$ cat src/rtl/immgen.sv
// RV32I immediate generator: decodes the instruction format, assembles the
// sign-extended immediate, and keeps a registered copy for the next stage.
module immgen #(
    parameter int unsigned XLEN       = 32,
    parameter bit          SHAMT_ZEXT = 1'b1
) (
    input  logic            clk,
    input  logic            reset,
    input  logic [31:0]     instr,
    output logic [XLEN-1:0] imm,
    output logic [2:0]      fmt,
    output logic            illegal,
    input  logic            in_valid,
    output logic [XLEN-1:0] imm_q,
    output logic [2:0]      fmt_q,
    output logic            illegal_q,
    output logic            valid_q
);

    localparam logic [2:0] FMT_R    = 3'd0;
    localparam logic [2:0] FMT_I    = 3'd1;
    localparam logic [2:0] FMT_S    = 3'd2;
    localparam logic [2:0] FMT_B    = 3'd3;
    localparam logic [2:0] FMT_U    = 3'd4;
    localparam logic [2:0] FMT_J    = 3'd5;
    localparam logic [2:0] FMT_NONE = 3'd7;

    localparam logic [6:0] OP_LOAD     = 7'b0000011;
    localparam logic [6:0] OP_OPIMM    = 7'b0010011;
    localparam logic [6:0] OP_JALR     = 7'b1100111;
    localparam logic [6:0] OP_MISCMEM  = 7'b0001111;
    localparam logic [6:0] OP_SYSTEM   = 7'b1110011;
    localparam logic [6:0] OP_STORE    = 7'b0100011;
    localparam logic [6:0] OP_BRANCH   = 7'b1100011;
    localparam logic [6:0] OP_LUI      = 7'b0110111;
    localparam logic [6:0] OP_AUIPC    = 7'b0010111;
    localparam logic [6:0] OP_JAL      = 7'b1101111;
    localparam logic [6:0] OP_OP       = 7'b0110011;

    logic       sgn;
    logic [6:0] opcode;
    logic       is_shift;

    assign sgn    = instr[31];
    assign opcode = instr[6:0];
    // funct3 001 (SLLI) and 101 (SRLI/SRAI) share instr[13:12] == 01
    assign is_shift = SHAMT_ZEXT && (opcode == OP_OPIMM) && (instr[13:12] == 2'b01);

    // Format decode and immediate assembly; unrecognised opcodes give NONE/0.
    always_comb begin
        imm     = '0;
        fmt     = FMT_NONE;
        illegal = 1'b1;
        case (opcode)
            OP_LOAD, OP_OPIMM, OP_JALR, OP_MISCMEM, OP_SYSTEM: begin
                fmt     = FMT_I;
                illegal = 1'b0;
                if (is_shift) begin
                    // shamt only; bit 30 (SRAI select) must not leak in
                    imm = {27'b0, instr[24:20]};
                end else begin
                    imm = {{20{sgn}}, instr[31:20]};
                end
            end
            OP_STORE: begin
                fmt     = FMT_S;
                illegal = 1'b0;
                imm     = {{20{sgn}}, instr[31:25], instr[11:7]};
            end
            OP_BRANCH: begin
                fmt     = FMT_B;
                illegal = 1'b0;
                imm     = {{19{sgn}}, instr[31], instr[7], instr[30:25], instr[11:8], 1'b0};
            end
            OP_LUI, OP_AUIPC: begin
                fmt     = FMT_U;
                illegal = 1'b0;
                imm     = {instr[31:12], 12'b0};
            end
            OP_JAL: begin
                fmt     = FMT_J;
                illegal = 1'b0;
                imm     = {{11{sgn}}, instr[31], instr[19:12], instr[20], instr[30:21], 1'b0};
            end
            OP_OP: begin
                fmt     = FMT_R;
                illegal = 1'b0;
                imm     = '0;
            end
            default: begin
                imm     = '0;
                fmt     = FMT_NONE;
                illegal = 1'b1;
            end
        endcase
    end

    // Pipeline register: reset beats capture; fields hold when not capturing.
    always_ff @(posedge clk) begin
        if (reset) begin
            imm_q     <= '0;
            fmt_q     <= FMT_NONE;
            illegal_q <= 1'b0;
            valid_q   <= 1'b0;
        end else if (in_valid) begin
            imm_q     <= imm;
            fmt_q     <= fmt;
            illegal_q <= illegal;
            valid_q   <= 1'b1;
        end else begin
            valid_q   <= 1'b0;
        end
    end

endmodule

$ cat config.mk
export PLATFORM = sky130hd
export DESIGN_NAME = immgen
export DESIGN_NICKNAME = d
export VERILOG_FILES = /design/src/rtl/immgen.sv
export SDC_FILE = /design/constraint.sdc
export NUM_CORES = 1
export LEC_CHECK = 0
export ABC_AREA = 1
export BUFFER_PORTS_ARGS = -buffer_cell sky130_fd_sc_hd__buf_2
export CAP_MARGIN = 0
export CORE_UTILIZATION = 45
export CTS_BUF_LIST = sky130_fd_sc_hd__clkbuf_16
export CTS_CLUSTER_DIAMETER = 80
export DETAILED_ROUTE_END_ITERATION = 6
export PLACE_DENSITY = 0.77
export SETUP_SLACK_MARGIN = 0.05
export SYNTH_ARGS = -nofsm -noshare
export SYNTH_HDL_FRONTEND = slang
export SYNTH_SLANG_ARGS = --single-unit
$ cat constraint.sdc
create_clock -name clk -period 1.6 [get_ports clk]
set_input_delay 0.32 -clock clk [delete_from_list [all_inputs] [get_ports clk]]
set_output_delay 0.32 -clock clk [all_outputs]
set_load 0.02 [all_outputs]
=== After elaboration in Yosys (flattened, before gate mapping) ===
Index checks and enable logic that the tools add are counted.

* Logic and storage cells: 25
* Output and inout port bits: 73
* Flip-flop bits (word level): 37
* Bits of input ports: 35

* Reductions and logical operators: 4
* Multiplexer cells: 5
* Eq/ne operators: 12

{| class="wikitable"
|+ Operators by type and width
! cell !! count
|-
| one-hot mux 32 bit (5 select lines) || 1
|-
| two-way mux 32 bit || 1
|-
| equality test 7 bit, second input constant || 4
|-
| equality test 7 x 6 -> 1 bit, second input constant || 3
|-
| one-hot mux 3 bit (6 select lines) || 1
|-
| equality test 7 x 5 -> 1 bit, second input constant || 2
|-
| OR reduction 11 bit || 1
|-
| equality test 7 x 2 -> 1 bit, second input constant || 1
|-
| equality test 7 x 4 -> 1 bit, second input constant || 1
|-
| OR reduction 5 bit || 1
|-
| equality test 2 x 1 -> 1 bit, second input constant || 1
|-
| two-way mux 1 bit || 2
|-
| OR reduction 2 bit || 1
|-
| logical AND 1 bit || 1
|}

=== Longest topological paths before layout ===
Gate-level depths: netlist (run 1).

* Word-level depth: 4
* Depth in mapped cells: 11
* Depth with buffers taken out: 10

=== Worst setup path before layout (run 1) ===
No wires, ideal clock.

* Path kind: input to output
* Start point: input port instr[1]
* End point: output port imm[11]
* Path buffers: 1
* Path slack: 8 ps
* Required time: 1,280 ps
* Arrival time: 1,272 ps
* Cell stages on the path: 9
* Cells stage by stage: nand2_1 inv_1 nand2_1 nor2_1 nor2_1 nand2_2 nand2_4 buf_2 nand2_1

* Longest elaborated chain between the ends: 4

{| class="wikitable"
|+ Ends and longest elaborated chain
! element !! line !! source
|-
| start: declaration || 9 || <nowiki>input logic [31:0] instr,</nowiki>
|-
| equality test 7 x 5 -> 1 bit || 47, 54 ||
|-
| logical AND 1 bit || 47 || <nowiki>assign is_shift = SHAMT_ZEXT && (opcode == OP_OPIMM) && (instr[13:12] == 2'b01);</nowiki>
|-
| two-way mux 32 bit || 58 || <nowiki>if (is_shift) begin</nowiki>
|-
| one-hot mux 32 bit (5 select lines) * || 54 || <nowiki>case (opcode)</nowiki>
|-
| end: declaration || 10 || <nowiki>output logic [XLEN-1:0] imm,</nowiki>
|}

Every way passes the cells marked *; elsewhere a longest branch is shown, timed or not.

=== Worst setup path in the final report (run 1) ===
* Start point: input port instr[4]
* End point: output port fmt[1]

* Longest elaborated chain between the ends: 3

{| class="wikitable"
|+ Ends and longest elaborated chain
! element !! line !! source
|-
| equality test 7 x 5 -> 1 bit (tied with other cells) || 54 ||
|-
| OR reduction 5 bit or OR reduction 2 bit (tied branches) || -- ||
|-
| one-hot mux 3 bit (6 select lines) * || 54 ||
|-
| end: declaration || 11 || <nowiki>output logic [2:0] fmt,</nowiki>
|}

Marks and branches as above.

==> key figures, run 1 <==
Global routing
  – Total global routing overflow: 0
  – Largest net degree at the start of global routing: 41
  – Global Route Usage Sum: 0.3241
  – Vias in the first global route: 3,037
  – Initial antenna violation count: 0
  – First-pass GRT wire length: 13,720 um

Floorplan
  – Die height: 75.24 um
  – Core Area: 5140 um2
  – Die width: 75.24 um
  – Row cnt: 26
  – Io pins: 108
  – Initial Util: 0.4696
  – Die Footprint: 5660 um2

Layout
  – # fillers: 247
  – P&R area growth vs syn: 89.99%
  – Fin nets: 628
  – Fraction of layout cells with a size suffix above 1: 0.5067
  – Most frequent cells in the layout: nor2_1 (78), buf_2 (67), nand2_1 (61), inv_1 (59), buf_4 (52)
  – # diodes: 0
  – Commonest non-fill, non-tap cell in the layout: nor2_1
  – Final instance area: 4586 um2

Pwr
  – Total Power: 0.002758 W
  – Int Power: 0.001837 W
  – Clk pwr share: 0.364
  – Logic pwr share: 0.273
  – Power per cell area: 601.4 nW/um2
  – Sw power: 0.0009208 W
  – Max IR drop VDD: 436.1 uV
  – Sequential share of power: 0.362
  – Switching share of power: 0.3339
  – Leakage: 2.654 nW

Detailed routing
  – WL final: 11,880 um
  – Pre-Repair DR Iteration Count: 6
  – Initial drt markers: 348
  – DR vias: 3,706
  – Final ANT Viol Nets: 0
  – Vias per std cell: 5.581
  – Post-route DRC violation count: 0
  – DR WL/cell: 17.90 um

Worst setup path
  – CP Data Arrival Time: 1590 ps
  – Critical path's slowest cell: nor2_1
  – CP cell instances: buf_8 -> inv_4 -> nand2_4 -> nor2_4 -> nand2_4 -> nand2_4 -> nor2_1 -> nand3_2 -> nand2_1 -> buf_2
  – CP startpoint kind: input pin
  – CP top delay family: simple AND/OR/NAND/NOR gates
  – Type of destination of the critical path: output pin
  – Most used cell, CP: nand2_4
  – Crit Path Max Fanout: 5
  – Crit Path Class: input pin to output pin
  – CP Buf/Inv Count: 3
  – CP max stage delay: 220 ps
  – CP required: 1280 ps

Placement
  – Place WS: -294.5 ps
  – Placed cell areas: 3373 um2
  – Post-DP HPWL: 5494 um
  – RD Place Congestion: 0.9125
  – Count of buffers from port buffering: 107

STA
  – Fmax: 0.5249 GHz
  – Unrepaired setup endpoints after global routing: yes
  – Fin crit share: 1.191
  – WHS: 358.4 ps
  – Final Max Slew Viols: 0
  – Worst Max-Slew Pin Slew: 453.1 ps
  – Final hold vios: 0
  – Max Clock Skew: 0 ps
  – Post-layout minimum cycle time: 1905 ps
  – Slew headroom: 0.6979
  – Final setup margin: -305.0 ps
  – Number of setup violations in the final report: 36

Clock tree
  – Worst skew pair latency: 290 ps
  – # clock sinks: 37
  – Clock-pin slew on the worst setup and hold paths: 70 ps
  – H-Tree Depth: 2
  – Cts bufs inserted: 5
  – CTS tree: built
  – Worst-case clock buffer depth: 2
  – Root buf cell: clkbuf_16

Synth
  – Mapped Cells: 432
  – Sequential-to-total area share from yosys stat: 0.3069
  – Synth Register Bits: 37
  – Ys Warns: 0
  – Mapped Area: 2414 um2
  – Post-synthesis cell type count: 23
  – Syn_area_per_cell: 5.587 um2
  – Syn nets: 467

Hold path
  – Worst hold path class: input pin to flip-flop

Run status
  – Status: finished with violations
  – Violated checks: negative setup slack

Flow run
  – Max cap viols: 0
sequential cells by signal (all words and copies together) (netlist names):
signal / count
illegal_q: 1
imm_q: 32
valid_q: 1
fmt_q: 3
worst min-delay path: stages:
cell	delay, ps
buf_2	100
nand2_2	60
nand3_1	60
nand2_1	40
inv_1	40
worst paths after layout:
path	slack [ps]	end	start	cells after the start
setup reg to reg	800	illegal_q	illegal_q	2
hold reg to reg	470	imm_q[0]	imm_q[0]	2
hold / removal	360	imm_q[4]	instr[24]	5
setup / recovery	-310	fmt[1]	instr[4]	10
power by group through the flow:
stage	clock network [W]	registers, W	logic [W]
after floorplan	0	0.00108	0.000260
after global placement	0	0.00101	0.000526
after detailed placement	0	0.00101	0.000537
after CTS	0.000975	0.000995	0.000636
after global routing	0.00103	0.00100	0.000798
final	0.00100	0.00100	0.000753
final cells by class:
| cell class | instances | area, um2 | area share |
|---|---|---|---|
| timing repair buffer | 176 | 1486 | 0.3241 |
| inverter | 67 | 284.0 | 0.06194 |
| clock buffer | 5 | 125.1 | 0.02729 |
| multi-input combinational | 306 | 1844 | 0.4022 |
| sequential | 37 | 740.7 | 0.1615 |
| tap | 70 | 87.58 | 0.01910 |
| clock inverter | 3 | 17.52 | 0.003820 |
synth_stat cells:
library cell / n / area, um2
a21oi_1: 23 / 115.1
buf_1: 3 / 11.26
buf_2: 5 / 25.02
buf_4: 2 / 15.01
buf_6: 3 / 33.78
clkbuf_1: 9 / 33.78
dfxtp_1: 37 / 740.7
inv_1: 62 / 232.7
inv_2: 5 / 18.77
nand2_1: 112 / 420.4
nand2_2: 3 / 18.77
nand2_4: 1 / 11.26
nand3_1: 50 / 250.2
nand3_2: 1 / 10.01
nand4_1: 1 / 6.260
nor2_1: 101 / 379.1
nor2_2: 1 / 6.260
nor2_4: 2 / 22.52
nor3b_1: 1 / 7.510
o21ai_0: 3 / 15.01
o21ai_1: 5 / 25.02
o21bai_1: 1 / 7.510
o31ai_1: 1 / 7.510
per-layer routing:
layer / part of all wire / up-vias / global-route usage
li1: - / 1629 / -
met1: 0.35 / 1679 / 0.3661
met2: 0.48 / 304 / 0.5926
met3: 0.098 / 94 / 0.06024
met4: 0.068 / 0 / 0.1440
met5: 0 / - / 0
per-stage QoR:
stage	util	std cells	TNS, ps
global route	0.8922	664	-8369
finish	0.8922	664	-6932
CTS	0.8189	665	-4423
global placement	0.6563	636	-9131
floorplan	-	432	0
detailed placement	0.6563	636	-11080
repair_timing:
action | CTS | global route
hold buffers | 0 | 0
setup buffers | 19 | 3
cloned | 2 | 1
resized for setup | 130 | 117
endpoints found under the setup margin | 36 | 51
hold endpoints to repair | 0 | 0
pin swaps | 15 | 21
kinds of logic after synthesis:
logic type / after synthesis / share of synthesized area
compound gates: 33 / 0.07050
buf+inv: 89 / 0.1534
simple gates: 273 / 0.4692
flops: 37 / 0.3069
No activity file was read; power rests on OpenSTA's default activity.
==> run 2, diff against run 1 <==
--- a/config.mk
+++ b/config.mk
@@ -10,9 +10,10 @@
 export CAP_MARGIN = 0
 export CORE_UTILIZATION = 45
 export CTS_BUF_LIST = sky130_fd_sc_hd__clkbuf_16
-export CTS_CLUSTER_DIAMETER = 80
+export CTS_CLUSTER_DIAMETER = 200
 export DETAILED_ROUTE_END_ITERATION = 6
 export PLACE_DENSITY = 0.77
+export REMOVE_ABC_BUFFERS = 1
 export SETUP_SLACK_MARGIN = 0.05
 export SYNTH_ARGS = -nofsm -noshare
 export SYNTH_HDL_FRONTEND = slang
==> run 2 against run 1 <==
Compared with the run above:
- the run still ends with negative setup slack left
- worst hold slack better by 33 ps
- critical path depth up 5
- clock skew stayed put
- largest cell class unchanged
==> key figures, run 2 (synthesis results as in run 1) <==
Floorplan
  – Io pins: 108 (unchanged)
  – Die height: 75.24 um (unchanged)
  – Initial Util: 0.4696 (unchanged)
  – Row cnt: 26 (unchanged)
  – Die width: 75.24 um (unchanged)
  – Core Area: 5140 um2 (unchanged)
  – Die Footprint: 5660 um2 (unchanged)

Worst setup path
  – CP startpoint kind: input pin
  – Reg2Reg Setup Slack: 780 ps (-20 ps)
  – Reg2Reg Capture Point: imm_q[13]
  – Crit Path Max Fanout: 5 (unchanged)
  – CP Data Arrival Time: 2040 ps (+450 ps)
  – Worst Setup SP: instr[5]
  – Worst Setup EP: imm_q[17]
  – R2R depth: 4 (+2)
  – Worst R2R Start: imm_q[13]
  – Crit Path Class: input pin to flip-flop
  – CP required: 1770 ps (+490 ps)
  – Type of destination of the critical path: flip-flop

STA
  – Max Clock Skew: 0 ps (unchanged)
  – Post-layout minimum cycle time: 1872 ps (-33.10 ps)
  – Final Max Slew Viols: 0 (unchanged)
  – Slew headroom: 0.6861 (-0.01180)
  – Final hold vios: 0 (unchanged)
  – Fmax: 0.5342 GHz (+1.8%)
  – Unrepaired setup endpoints after global routing: yes
  – Number of setup violations in the final report: 49 (+36%)
  – Fin crit share: 1.170 (-0.02069)
  – Worst Max-Slew Pin Slew: 470.8 ps (+17.70 ps)
  – Final setup margin: -271.9 ps (+33.10 ps)

Clock tree
  – CTS tree: built
  – # clock sinks: 37 (unchanged)
  – H-Tree Depth: 2 (unchanged)
  – Root buf cell: clkbuf_16
  – Worst-case clock buffer depth: 2 (unchanged)
  – Clock-pin slew on the worst setup and hold paths: 60 ps (about the same)
  – Cts bufs inserted: 5 (unchanged)
  – Worst skew pair latency: 270 ps (-20 ps)

Pwr
  – Total Power: 0.002884 W (+4.6%)
  – Power per cell area: 623.4 nW/um2 (+3.7%)
  – Max IR drop VDD: 630.1 uV (+44%)
  – Leakage: 2.705 nW (+1.9%)

Layout
  – Non-Filler Instances: 664 (unchanged)
  – Fraction of layout cells with a size suffix above 1: 0.5042 (-0.002518)
  – Commonest non-fill, non-tap cell in the layout: nor2_1
  – Largest registers: imm_q (32), fmt_q (3)
  – P&R area growth vs syn: 91.65%
  – Most frequent cells in the layout: nor2_1 (78), buf_2 (64), nand2_1 (62), inv_1 (58), buf_4 (49)
  – Final Util: 0.9000 (+0.007789)
  – Fin nets: 627 (-0.16%)
  – Largest Register: imm_q
  – Number of flip-flops in the largest register: 32 (unchanged)

Detailed routing
  – DR vias: 3,777 (+1.9%)
  – DR WL/cell: 18.11 um (+1.2%)
  – Post-route DRC violation count: 0 (unchanged)
  – Vias per std cell: 5.688 (+1.9%)
  – Pre-Repair DR Iteration Count: 5 (-1)
  – Initial drt markers: 494 (+42%)
  – Final ANT Viol Nets: 0 (unchanged)
  – WL final: 12,030 um (+1.2%)

Placement
  – Placed Instances: 635 (-0.16%)
  – Count of buffers from port buffering: 107 (unchanged)
  – Post-DP HPWL: 5329 um (-3.0%)
  – RD Place Congestion: 0.9224 (+1.1%)

Global routing
  – Largest net degree at the start of global routing: 28 (-32%)
  – Vias in the first global route: 3,195 (+5.2%)
  – Total global routing overflow: 0 (unchanged)
  – First-pass GRT wire length: 15,350 um (+12%)
  – Initial antenna violation count: 1 (+1)
  – Global Route Usage Sum: 0.3596 (+0.03552)

Run status
  – Violated checks: negative setup slack
  – Status: finished with violations

Flow run
  – Max cap viols: 0 (unchanged)

Hold path
  – Worst hold path class: input pin to flip-flop
==> run 2: layout make-up <==
cell class	instances	area [um2]
diodes	1	2.502
clock buffers	5	125.1
clock inverters	3	41.29
fillers	223	514.2
inverters	67	276.5
multi-input cells	306	1823
flip-flops and latches	37	740.7
well taps	70	87.58
repair buffers	175	1529
==> run 2: worst min-delay path by stage <==
stage / slack [ps] / cells past startpoint / startpoint / endpoint
2_1_floorplan: 400 / 1 / reset / valid_q
3_3_place_gp: 440 / 2 / fmt_q[1] / fmt_q[1]
3_5_place_dp: 450 / 2 / fmt_q[2] / fmt_q[2]
4_1_cts: 370 / 5 / instr[21] / imm_q[1]
5_1_grt: 410 / 5 / instr[23] / imm_q[3]
6_report: 390 / 5 / instr[21] / imm_q[1]
==> run 2: critical path, stage by stage <==
cell       delay, ps
buf_12           120
inv_8             50
nand2_1           60
nor2_2           160
nand3_2          150
nand2_1          100
inv_2             50
nand2_4          140
buf_4            140
buf_4             90
bufbuf_16        250
buf_4            110
nand3_1          110
nand2_1          140
inv_1             50
==> run 2: layer usage <==
layer / wire length [um] / up-vias / GRT usage
li1: - / 1632 / -
met1: 4240 / 1731 / 0.4194
met2: 5893 / 330 / 0.6336
met3: 1241 / 84 / 0.07229
met4: 651 / 0 / 0.1667
met5: 0 / - / 0
==> run 2: what timing repair did <==
item / in CTS / in global routing
hold endpoints to repair: 0 / 0
gates resized for setup: 226 / 37
hold buffers: 0 / 0
pin swaps: 6 / 1
cloned: 4 / 0
setup buffers: 14 / 4
setup endpoints to repair: 36 / 51
==> run 2: power by group <==
| part | total [W] | switching, W | internal, W | leakage [nW] |
|---|---|---|---|---|
| clock | 0.00112 | 0.000391 | 0.000730 | 0.0775 |
| combinational | 0.000762 | 0.000463 | 0.000299 | 2.32 |
| sequential | 0.00100 | 0.0000299 | 0.000972 | 0.305 |
| total | 0.00288 | 0.000884 | 0.00200 | 2.71 |
==> run 2: metrics by stage <==
step                area (um2)  setup TNS, ps  hold WS (ps)  setup slack (ps)
finish                    4626          -8340         391.5            -271.9
global route              4626         -12130         410.7            -329.2
CTS                       4461          -2872         371.1            -110.1
detailed placement        3341         -10120         450.2            -327.7
global placement          3341          -8324         443.7            -254.8
floorplan                 2295          -4157         403.9            -206.6
